File: src/rtl/pic_mem_port_arbiter_if.sv
// Requester-side bus of the RAM port arbiter: one request/grant handshake
// plus the tagged read-return path for that requester.
interface pic_mem_port_arbiter_if #(
    parameter int ADDR_W = 12,
    parameter int DATA_W = 16
);
    logic                  req;
    logic                  we;
    logic [ADDR_W-1:0]     addr;
    logic [DATA_W-1:0]     wdata;
    logic [DATA_W/8-1:0]   be;
    logic                  gnt;
    logic                  rvalid;
    logic [DATA_W-1:0]     rdata;

    modport master (
        output req, we, addr, wdata, be,
        input  gnt, rvalid, rdata
    );

    modport slave (
        input  req, we, addr, wdata, be,
        output gnt, rvalid, rdata
    );
endinterface

File: src/rtl/pic_mem_port_arbiter.sv
// Round-robin, burst-bounded arbiter sharing one RAM s2 port between two
// requesters; memory outputs are registered and read data is routed back by tag.
module pic_mem_port_arbiter #(
    parameter int ADDR_W    = 12,
    parameter int DATA_W    = 16,
    parameter int RD_LAT    = 1,
    parameter int MAX_BURST = 8
) (
    input  logic                  clk_i,
    input  logic                  reset_i,
    pic_mem_port_arbiter_if.slave a_if,
    pic_mem_port_arbiter_if.slave b_if,
    output logic [ADDR_W-1:0]     mem_address_o,
    output logic                  mem_chipselect_o,
    output logic                  mem_clken_o,
    output logic                  mem_write_o,
    output logic [DATA_W-1:0]     mem_writedata_o,
    output logic [DATA_W/8-1:0]   mem_byteenable_o,
    input  logic [DATA_W-1:0]     mem_readdata_i
);
    localparam int BE_W = DATA_W / 8;
    localparam int BC_W = $clog2(MAX_BURST + 1);

    localparam logic [1:0] ST_IDLE  = 2'd0;
    localparam logic [1:0] ST_OWN_A = 2'd1;
    localparam logic [1:0] ST_OWN_B = 2'd2;

    localparam logic [BC_W-1:0] BURST_MAX = BC_W'(MAX_BURST);
    localparam logic [BC_W-1:0] BURST_ONE = BC_W'(1);

    logic [1:0]        state_q, state_d;
    logic              prio_b_q, prio_b_d;
    logic [BC_W-1:0]   burst_q, burst_d;

    logic              sel_a_s, sel_b_s, gnt_any_s;
    logic              iss_we_s;
    logic [ADDR_W-1:0] iss_addr_s;
    logic [DATA_W-1:0] iss_wdata_s;
    logic [BE_W-1:0]   iss_be_s;

    logic [ADDR_W-1:0] mem_address_q;
    logic              mem_chipselect_q, mem_clken_q, mem_write_q;
    logic [DATA_W-1:0] mem_writedata_q;
    logic [BE_W-1:0]   mem_byteenable_q;

    logic              rd_issue_q, rd_own_b_q;
    logic [RD_LAT-1:0] tag_vld_q, tag_own_q;
    logic [RD_LAT:0]   tag_vld_s, tag_own_s;
    logic              rvalid_a_s, rvalid_b_s;
    logic [DATA_W-1:0] hold_a_q, hold_b_q;

    // Grant selection from the registered owner state; nothing is granted while in reset.
    always_comb begin
        sel_a_s = 1'b0;
        sel_b_s = 1'b0;
        if (reset_i) begin
            sel_a_s = 1'b0;
            sel_b_s = 1'b0;
        end else if (a_if.req && b_if.req) begin
            case (state_q)
                ST_OWN_A: begin
                    if (burst_q < BURST_MAX) sel_a_s = 1'b1;
                    else                     sel_b_s = 1'b1;
                end
                ST_OWN_B: begin
                    if (burst_q < BURST_MAX) sel_b_s = 1'b1;
                    else                     sel_a_s = 1'b1;
                end
                default: begin
                    if (prio_b_q) sel_b_s = 1'b1;
                    else          sel_a_s = 1'b1;
                end
            endcase
        end else if (a_if.req) begin
            sel_a_s = 1'b1;
        end else if (b_if.req) begin
            sel_b_s = 1'b1;
        end else begin
            sel_a_s = 1'b0;
            sel_b_s = 1'b0;
        end
    end

    assign gnt_any_s = sel_a_s | sel_b_s;
    assign a_if.gnt  = sel_a_s;
    assign b_if.gnt  = sel_b_s;

    // Owner, priority pointer and saturating burst count for the next cycle.
    always_comb begin
        state_d  = state_q;
        prio_b_d = prio_b_q;
        burst_d  = burst_q;
        if (sel_a_s) begin
            state_d  = ST_OWN_A;
            prio_b_d = 1'b1;
            if (state_q != ST_OWN_A)     burst_d = BURST_ONE;
            else if (burst_q == BURST_MAX) burst_d = BURST_MAX;
            else                         burst_d = burst_q + BURST_ONE;
        end else if (sel_b_s) begin
            state_d  = ST_OWN_B;
            prio_b_d = 1'b0;
            if (state_q != ST_OWN_B)     burst_d = BURST_ONE;
            else if (burst_q == BURST_MAX) burst_d = BURST_MAX;
            else                         burst_d = burst_q + BURST_ONE;
        end else begin
            state_d = ST_IDLE;
            burst_d = '0;
        end
    end

    // Mux of the granted request; address/data hold when nothing is granted.
    always_comb begin
        iss_we_s    = 1'b0;
        iss_addr_s  = mem_address_q;
        iss_wdata_s = mem_writedata_q;
        iss_be_s    = mem_byteenable_q;
        if (sel_a_s) begin
            iss_we_s    = a_if.we;
            iss_addr_s  = a_if.addr;
            iss_wdata_s = a_if.wdata;
            iss_be_s    = a_if.be;
        end else if (sel_b_s) begin
            iss_we_s    = b_if.we;
            iss_addr_s  = b_if.addr;
            iss_wdata_s = b_if.wdata;
            iss_be_s    = b_if.be;
        end else begin
            iss_we_s = 1'b0;
        end
    end

    // The issue-stage read tag is stage 0; RD_LAT further stages line it up with readdata.
    assign tag_vld_s  = {tag_vld_q, rd_issue_q};
    assign tag_own_s  = {tag_own_q, rd_own_b_q};
    assign rvalid_a_s = tag_vld_q[RD_LAT-1] & ~tag_own_q[RD_LAT-1];
    assign rvalid_b_s = tag_vld_q[RD_LAT-1] &  tag_own_q[RD_LAT-1];

    // Arbitration state, registered memory port and read-tag pipeline.
    always_ff @(posedge clk_i) begin
        if (reset_i) begin
            state_q          <= ST_IDLE;
            prio_b_q         <= 1'b0;
            burst_q          <= '0;
            mem_address_q    <= '0;
            mem_chipselect_q <= 1'b0;
            mem_clken_q      <= 1'b0;
            mem_write_q      <= 1'b0;
            mem_writedata_q  <= '0;
            mem_byteenable_q <= '0;
            rd_issue_q       <= 1'b0;
            rd_own_b_q       <= 1'b0;
            tag_vld_q        <= '0;
            tag_own_q        <= '0;
        end else begin
            state_q          <= state_d;
            prio_b_q         <= prio_b_d;
            burst_q          <= burst_d;
            mem_address_q    <= iss_addr_s;
            mem_chipselect_q <= gnt_any_s;
            mem_clken_q      <= 1'b1;
            mem_write_q      <= iss_we_s;
            mem_writedata_q  <= iss_wdata_s;
            mem_byteenable_q <= iss_be_s;
            rd_issue_q       <= gnt_any_s & ~iss_we_s;
            rd_own_b_q       <= sel_b_s;
            tag_vld_q        <= tag_vld_s[RD_LAT-1:0];
            tag_own_q        <= tag_own_s[RD_LAT-1:0];
        end
    end

    // Last returned word per requester, so rdata stays stable between pulses.
    always_ff @(posedge clk_i) begin
        if (reset_i) begin
            hold_a_q <= '0;
            hold_b_q <= '0;
        end else begin
            if (rvalid_a_s) hold_a_q <= mem_readdata_i;
            if (rvalid_b_s) hold_b_q <= mem_readdata_i;
        end
    end

    assign a_if.rvalid = rvalid_a_s;
    assign b_if.rvalid = rvalid_b_s;
    assign a_if.rdata  = rvalid_a_s ? mem_readdata_i : hold_a_q;
    assign b_if.rdata  = rvalid_b_s ? mem_readdata_i : hold_b_q;

    assign mem_address_o    = mem_address_q;
    assign mem_chipselect_o = mem_chipselect_q;
    assign mem_clken_o      = mem_clken_q;
    assign mem_write_o      = mem_write_q;
    assign mem_writedata_o  = mem_writedata_q;
    assign mem_byteenable_o = mem_byteenable_q;
endmodule

File: src/flat_wrapper.sv
// flat-port wrapper written by rule: the top's interface ports become plain ports
module pic_mem_port_arbiter_flat 
#(
    parameter int ADDR_W    = 12,
    parameter int DATA_W    = 16,
    parameter int RD_LAT    = 1,
    parameter int MAX_BURST = 8
)
  (clk_i, reset_i, mem_address_o, mem_chipselect_o, mem_clken_o, mem_write_o, mem_writedata_o, mem_byteenable_o, mem_readdata_i, a_if_req, a_if_we, a_if_addr, a_if_wdata, a_if_be, a_if_gnt, a_if_rvalid, a_if_rdata, b_if_req, b_if_we, b_if_addr, b_if_wdata, b_if_be, b_if_gnt, b_if_rvalid, b_if_rdata);
  pic_mem_port_arbiter_if #(.ADDR_W(ADDR_W), .DATA_W(DATA_W)) a_if_i ();
  pic_mem_port_arbiter_if #(.ADDR_W(ADDR_W), .DATA_W(DATA_W)) b_if_i ();
  input  logic clk_i;
  input  logic reset_i;
  output logic [ADDR_W-1:0] mem_address_o;
  output logic mem_chipselect_o;
  output logic mem_clken_o;
  output logic mem_write_o;
  output logic [DATA_W-1:0] mem_writedata_o;
  output logic [DATA_W/8-1:0] mem_byteenable_o;
  input  logic [DATA_W-1:0] mem_readdata_i;
  input wire logic [$bits(a_if_i.req)-1:0] a_if_req;
  input wire logic [$bits(a_if_i.we)-1:0] a_if_we;
  input wire logic [$bits(a_if_i.addr)-1:0] a_if_addr;
  input wire logic [$bits(a_if_i.wdata)-1:0] a_if_wdata;
  input wire logic [$bits(a_if_i.be)-1:0] a_if_be;
  output wire logic [$bits(a_if_i.gnt)-1:0] a_if_gnt;
  output wire logic [$bits(a_if_i.rvalid)-1:0] a_if_rvalid;
  output wire logic [$bits(a_if_i.rdata)-1:0] a_if_rdata;
  input wire logic [$bits(b_if_i.req)-1:0] b_if_req;
  input wire logic [$bits(b_if_i.we)-1:0] b_if_we;
  input wire logic [$bits(b_if_i.addr)-1:0] b_if_addr;
  input wire logic [$bits(b_if_i.wdata)-1:0] b_if_wdata;
  input wire logic [$bits(b_if_i.be)-1:0] b_if_be;
  output wire logic [$bits(b_if_i.gnt)-1:0] b_if_gnt;
  output wire logic [$bits(b_if_i.rvalid)-1:0] b_if_rvalid;
  output wire logic [$bits(b_if_i.rdata)-1:0] b_if_rdata;
  assign a_if_i.req = a_if_req;
  assign a_if_i.we = a_if_we;
  assign a_if_i.addr = a_if_addr;
  assign a_if_i.wdata = a_if_wdata;
  assign a_if_i.be = a_if_be;
  assign a_if_gnt = a_if_i.gnt;
  assign a_if_rvalid = a_if_i.rvalid;
  assign a_if_rdata = a_if_i.rdata;
  assign b_if_i.req = b_if_req;
  assign b_if_i.we = b_if_we;
  assign b_if_i.addr = b_if_addr;
  assign b_if_i.wdata = b_if_wdata;
  assign b_if_i.be = b_if_be;
  assign b_if_gnt = b_if_i.gnt;
  assign b_if_rvalid = b_if_i.rvalid;
  assign b_if_rdata = b_if_i.rdata;
  pic_mem_port_arbiter #(.ADDR_W(ADDR_W), .DATA_W(DATA_W), .RD_LAT(RD_LAT), .MAX_BURST(MAX_BURST)) u_core (.clk_i(clk_i), .reset_i(reset_i), .a_if(a_if_i), .b_if(b_if_i), .mem_address_o(mem_address_o), .mem_chipselect_o(mem_chipselect_o), .mem_clken_o(mem_clken_o), .mem_write_o(mem_write_o), .mem_writedata_o(mem_writedata_o), .mem_byteenable_o(mem_byteenable_o), .mem_readdata_i(mem_readdata_i));
endmodule
File: config.mk
export PLATFORM = sky130hd
export DESIGN_NAME = pic_mem_port_arbiter_flat
export DESIGN_NICKNAME = d
export VERILOG_FILES = /design/src/rtl/pic_mem_port_arbiter_if.sv /design/src/rtl/pic_mem_port_arbiter.sv /design/src/flat_wrapper.sv
export SDC_FILE = /design/constraint.sdc
export NUM_CORES = 1
export LEC_CHECK = 0
export ABC_AREA = 1
export BUFFER_PORTS_ARGS = -buffer_cell sky130_fd_sc_hd__buf_2
export CAP_MARGIN = 40
export CORE_ASPECT_RATIO = 0.9
export CORE_UTILIZATION = 31
export DETAILED_ROUTE_END_ITERATION = 10
export HOLD_SLACK_MARGIN = 0.02
export PLACE_DENSITY = 0.61
export SYNTH_ARGS = -nofsm -noshare
export SYNTH_HDL_FRONTEND = slang
export SYNTH_SLANG_ARGS = --single-unit
File: constraint.sdc
create_clock -name clk_i -period 4.4 [get_ports clk_i]
set_input_delay 0.66 -clock clk_i [delete_from_list [all_inputs] [get_ports clk_i]]
set_output_delay 0.66 -clock clk_i [all_outputs]
set_load 0.03 [all_outputs]
==> flow_summary.toml <==
[status]
status = "completed"

[timing]
setup_viol = 0
rsz0062_at_grt = "no"
period_share_pct = 73.2
finalMaxSlewViolations = 0
hold_viol = 0
min_period_ns = 3.22
relSlewSlack_pct = 53.6
fin_skew_ns = 0.00803
fmax_mhz = 310
final.setup.tns_ns = 0
worst-slew-pin-transition_ns = 0.696

[placement]
hpwl_mm = 7.02
portBuffers = 150
gp_congestion = 0.843

[cts]
htree_levels = 3
cts_tree = "yes"
clk_latency_ns = 0.33
holdBufCountCts = 0
cts_buffers = 9
clockBufferDepth = 2
numClockSinks = 76
path_clk_slew_ns = 0.07
cts_setup_buffers = 0
clock-root-buffer = "clkbuf_16"
cts_resized = 0

[yosys]
synth_seq_cells = 76
synth_cells = 510
synth_area_sq_um = 3550
synthAdderAreaFrac_pct = 1.76
synth_cell_types = 25
synth_area_leaders = "dfxtp_1 (43%), inv_1 (9.6%), nand2_1 (9.2%), nand3_1 (7.1%), nor2_1 (5.8%)"
muxShareOfSynthArea_pct = 0
yosysTopAreaCell = "dfxtp_1"
synth_compound_area_share_pct = 9.74
synth_fp_nets = 597
synth_xor_area_share_pct = 0.247
synth_top_family_by_area = "simple AND/OR/NAND/NOR gates"
syn_area_per_cell_sq_um = 6.96
synthSimpleGateAreaFrac_pct = 31.5
yosysTopAreaCellShare_pct = 42.9
ys_warn_count = 0
yosysSeqAreaShare_pct = 42.9

[worst_setup_path]
reg2reg_from = "u_core.state_q[0]"
cpMaxStageDelayCell = "nand3_4"
start_kind = "flop"
cpMostUsedCell = "inv_1"
crit_type = "flop to output pin"
crit_fanout = 54
end_kind = "output pin"
critPathTopFamily = "buffers and inverters"
ff2ff_setup_slack_ns = 1.92
required_ns = 3.74
path_buf_inv = 4
critical_path.cell_chain = "inv_1 > ha_1 > inv_1 > nand3_2 > nand2_4 > nand3_4 > inv_2 > buf_2"
cpPeakStageDelay_ns = 0.45
worst-r2r-cell-count = 10
crit_arrival_ns = 2.56
r2r-end = "u_core.burst_q[0]"

[floorplan]
core_sq_um = 11000
dieHeight_um = 103
dieArea_sq_um = 11900
core.rowCount = 36
io_pins = 151
die_w_um = 115
start_util_pct = 32.3

[worst_hold_path]
hold_start = "u_core.rd_own_b_q"
holdPathEnd = "u_core.tag_own_q"
min_delay_path_depth = 2
hold_class = "flop to flop"

[global_route]
grt_usage_pct = 16.5
grt_max_degree = 55
grt_overflow = 0
grt_use_met3_pct = 3.50
use_met2_pct = 26.2
antenna_found_initial = 0
grt_use_met1_pct = 22.2
grt-busiest-layer = "met2"
first_global_vias = 3118
grt_pass1_wl_mm = 15.1

[cells_and_area]
drive_above_1_share_pct = 32.5
antenna_cells = 0
fill_cells = 1175
syn_to_final_growth_pct = 31.4
finalNetCount = 735
final_cell_mix = "buf_2 (150), inv_1 (91), nand2_1 (87), dfxtp_1 (76), nor2_1 (55)"
final_common_cell = "buf_2"

[detailed_routing]
vias_per_cell = 4.38
vias = 3527
drtIter0Drc = 137
drc = 0
drtPass1Iterations = 4
wl_per_cell_um = 11.9
wl_mm = 9.60
antenna_left = 0

[power]
peakVddDrop_mv = 0.197
leakage_nw = 2.80
powerDensity_nw_per_um2 = 401
power_mw = 1.87

[flow_run]
maxCapViolCount = 0
metrics by stage:
step | utilization (%) | setup WS (ns) | hold WS (ns) | cell area [sq um] | instances
6_report | 42.4 | 1.18 | 0.395 | 4660 | 805
5_1_grt | 42.4 | 0.999 | 0.418 | 4660 | 805
4_1_cts | 42.4 | 1.18 | 0.394 | 4660 | 805
3_5_place_dp | 39.7 | 1.29 | 0.396 | 4370 | 789
3_3_place_gp | 39.7 | 1.38 | 0.394 | 4360 | 788
2_1_floorplan | - | 2.24 | 0.388 | 3550 | 510
worst register-to-register path: stages (launching register included):
cell and delay, ns:
dfxtp_1 0.33, inv_1 0.06, ha_1 0.32, inv_1 0.10, nand3_2 0.10, nand2_4 0.12
nand3_4 0.45, inv_2 0.49, nand2_1 0.19, a21oi_1 0.17, nor2_1 0.05
state kept, by name (all words and copies together), names as in the netlist:
signal,flops
u_core.hold_a_q,16
u_core.state_q,2
u_core.mem_address_o,12
u_core.mem_clken_o,1
u_core.mem_write_o,1
u_core.mem_writedata_o,16
u_core.mem_chipselect_o,1
u_core.tag_own_q,1
u_core.burst_q,4
u_core.rd_own_b_q,1
u_core.hold_b_q,16
u_core.tag_vld_q,1
u_core.rd_issue_q,1
u_core.mem_byteenable_o,2
u_core.prio_b_q,1
power by group:
part	leakage [nW]	switching (mW)	total (mW)	internal (mW)
logic	2.04	0.267	0.397	0.130
registers	0.623	0.0200	0.755	0.735
clock network	0.137	0.319	0.715	0.396
per-layer routing:
metal | share of wire (%) | up-vias
met4 | 1.4 | 0
li1 | - | 1840
met5 | 0 | -
met2 | 46 | 110
met1 | 47 | 1569
met3 | 5.0 | 8
how the worst max path moves through the flow:
stage | startpoint | cells past startpoint | slack (ns) | endpoint
2_1_floorplan | u_core.tag_vld_q | 6 | 2.24 | a_if_rdata[11]
3_3_place_gp | reset_i | 5 | 1.38 | a_if_gnt
3_5_place_dp | reset_i | 5 | 1.29 | a_if_gnt
4_1_cts | u_core.state_q[0] | 8 | 1.18 | a_if_gnt
5_1_grt | u_core.state_q[0] | 8 | 1.0 | a_if_gnt
6_report | u_core.state_q[0] | 8 | 1.18 | a_if_gnt
cells in the mapped netlist, drive strengths merged:
cell type / count
o21ai: 42
ha: 5
inv: 95
o31ai: 1
nand3: 52
nand3b: 2
a21oi: 24
nor2: 56
or2: 32
nand2: 92
clkbuf: 10
nand4: 6
a21boi: 1
buf: 15
xor2: 1
dfxtp: 76
cell type report:
cell class              count  area, sq um  area share, %
clock buffers               9          225           4.83
clock inverters             7         68.8           1.48
inverters                  95          357           7.65
multi-input cells         314         1530           32.9
flip-flops and latches     76         1520           32.6
well taps                 152          190           4.08
repair buffers            152          766           16.4
kinds of logic after synthesis:
kind of cell             count (synthesis)
flip-flops                              76
buffers and inverters                  120
AO/OA/AOI/OAI                           68
adder cells (fa/ha/maj)                  5
AND/OR/NAND/NOR                        240
XOR/XNOR                                 1
Power figures use the tool's default switching activity.
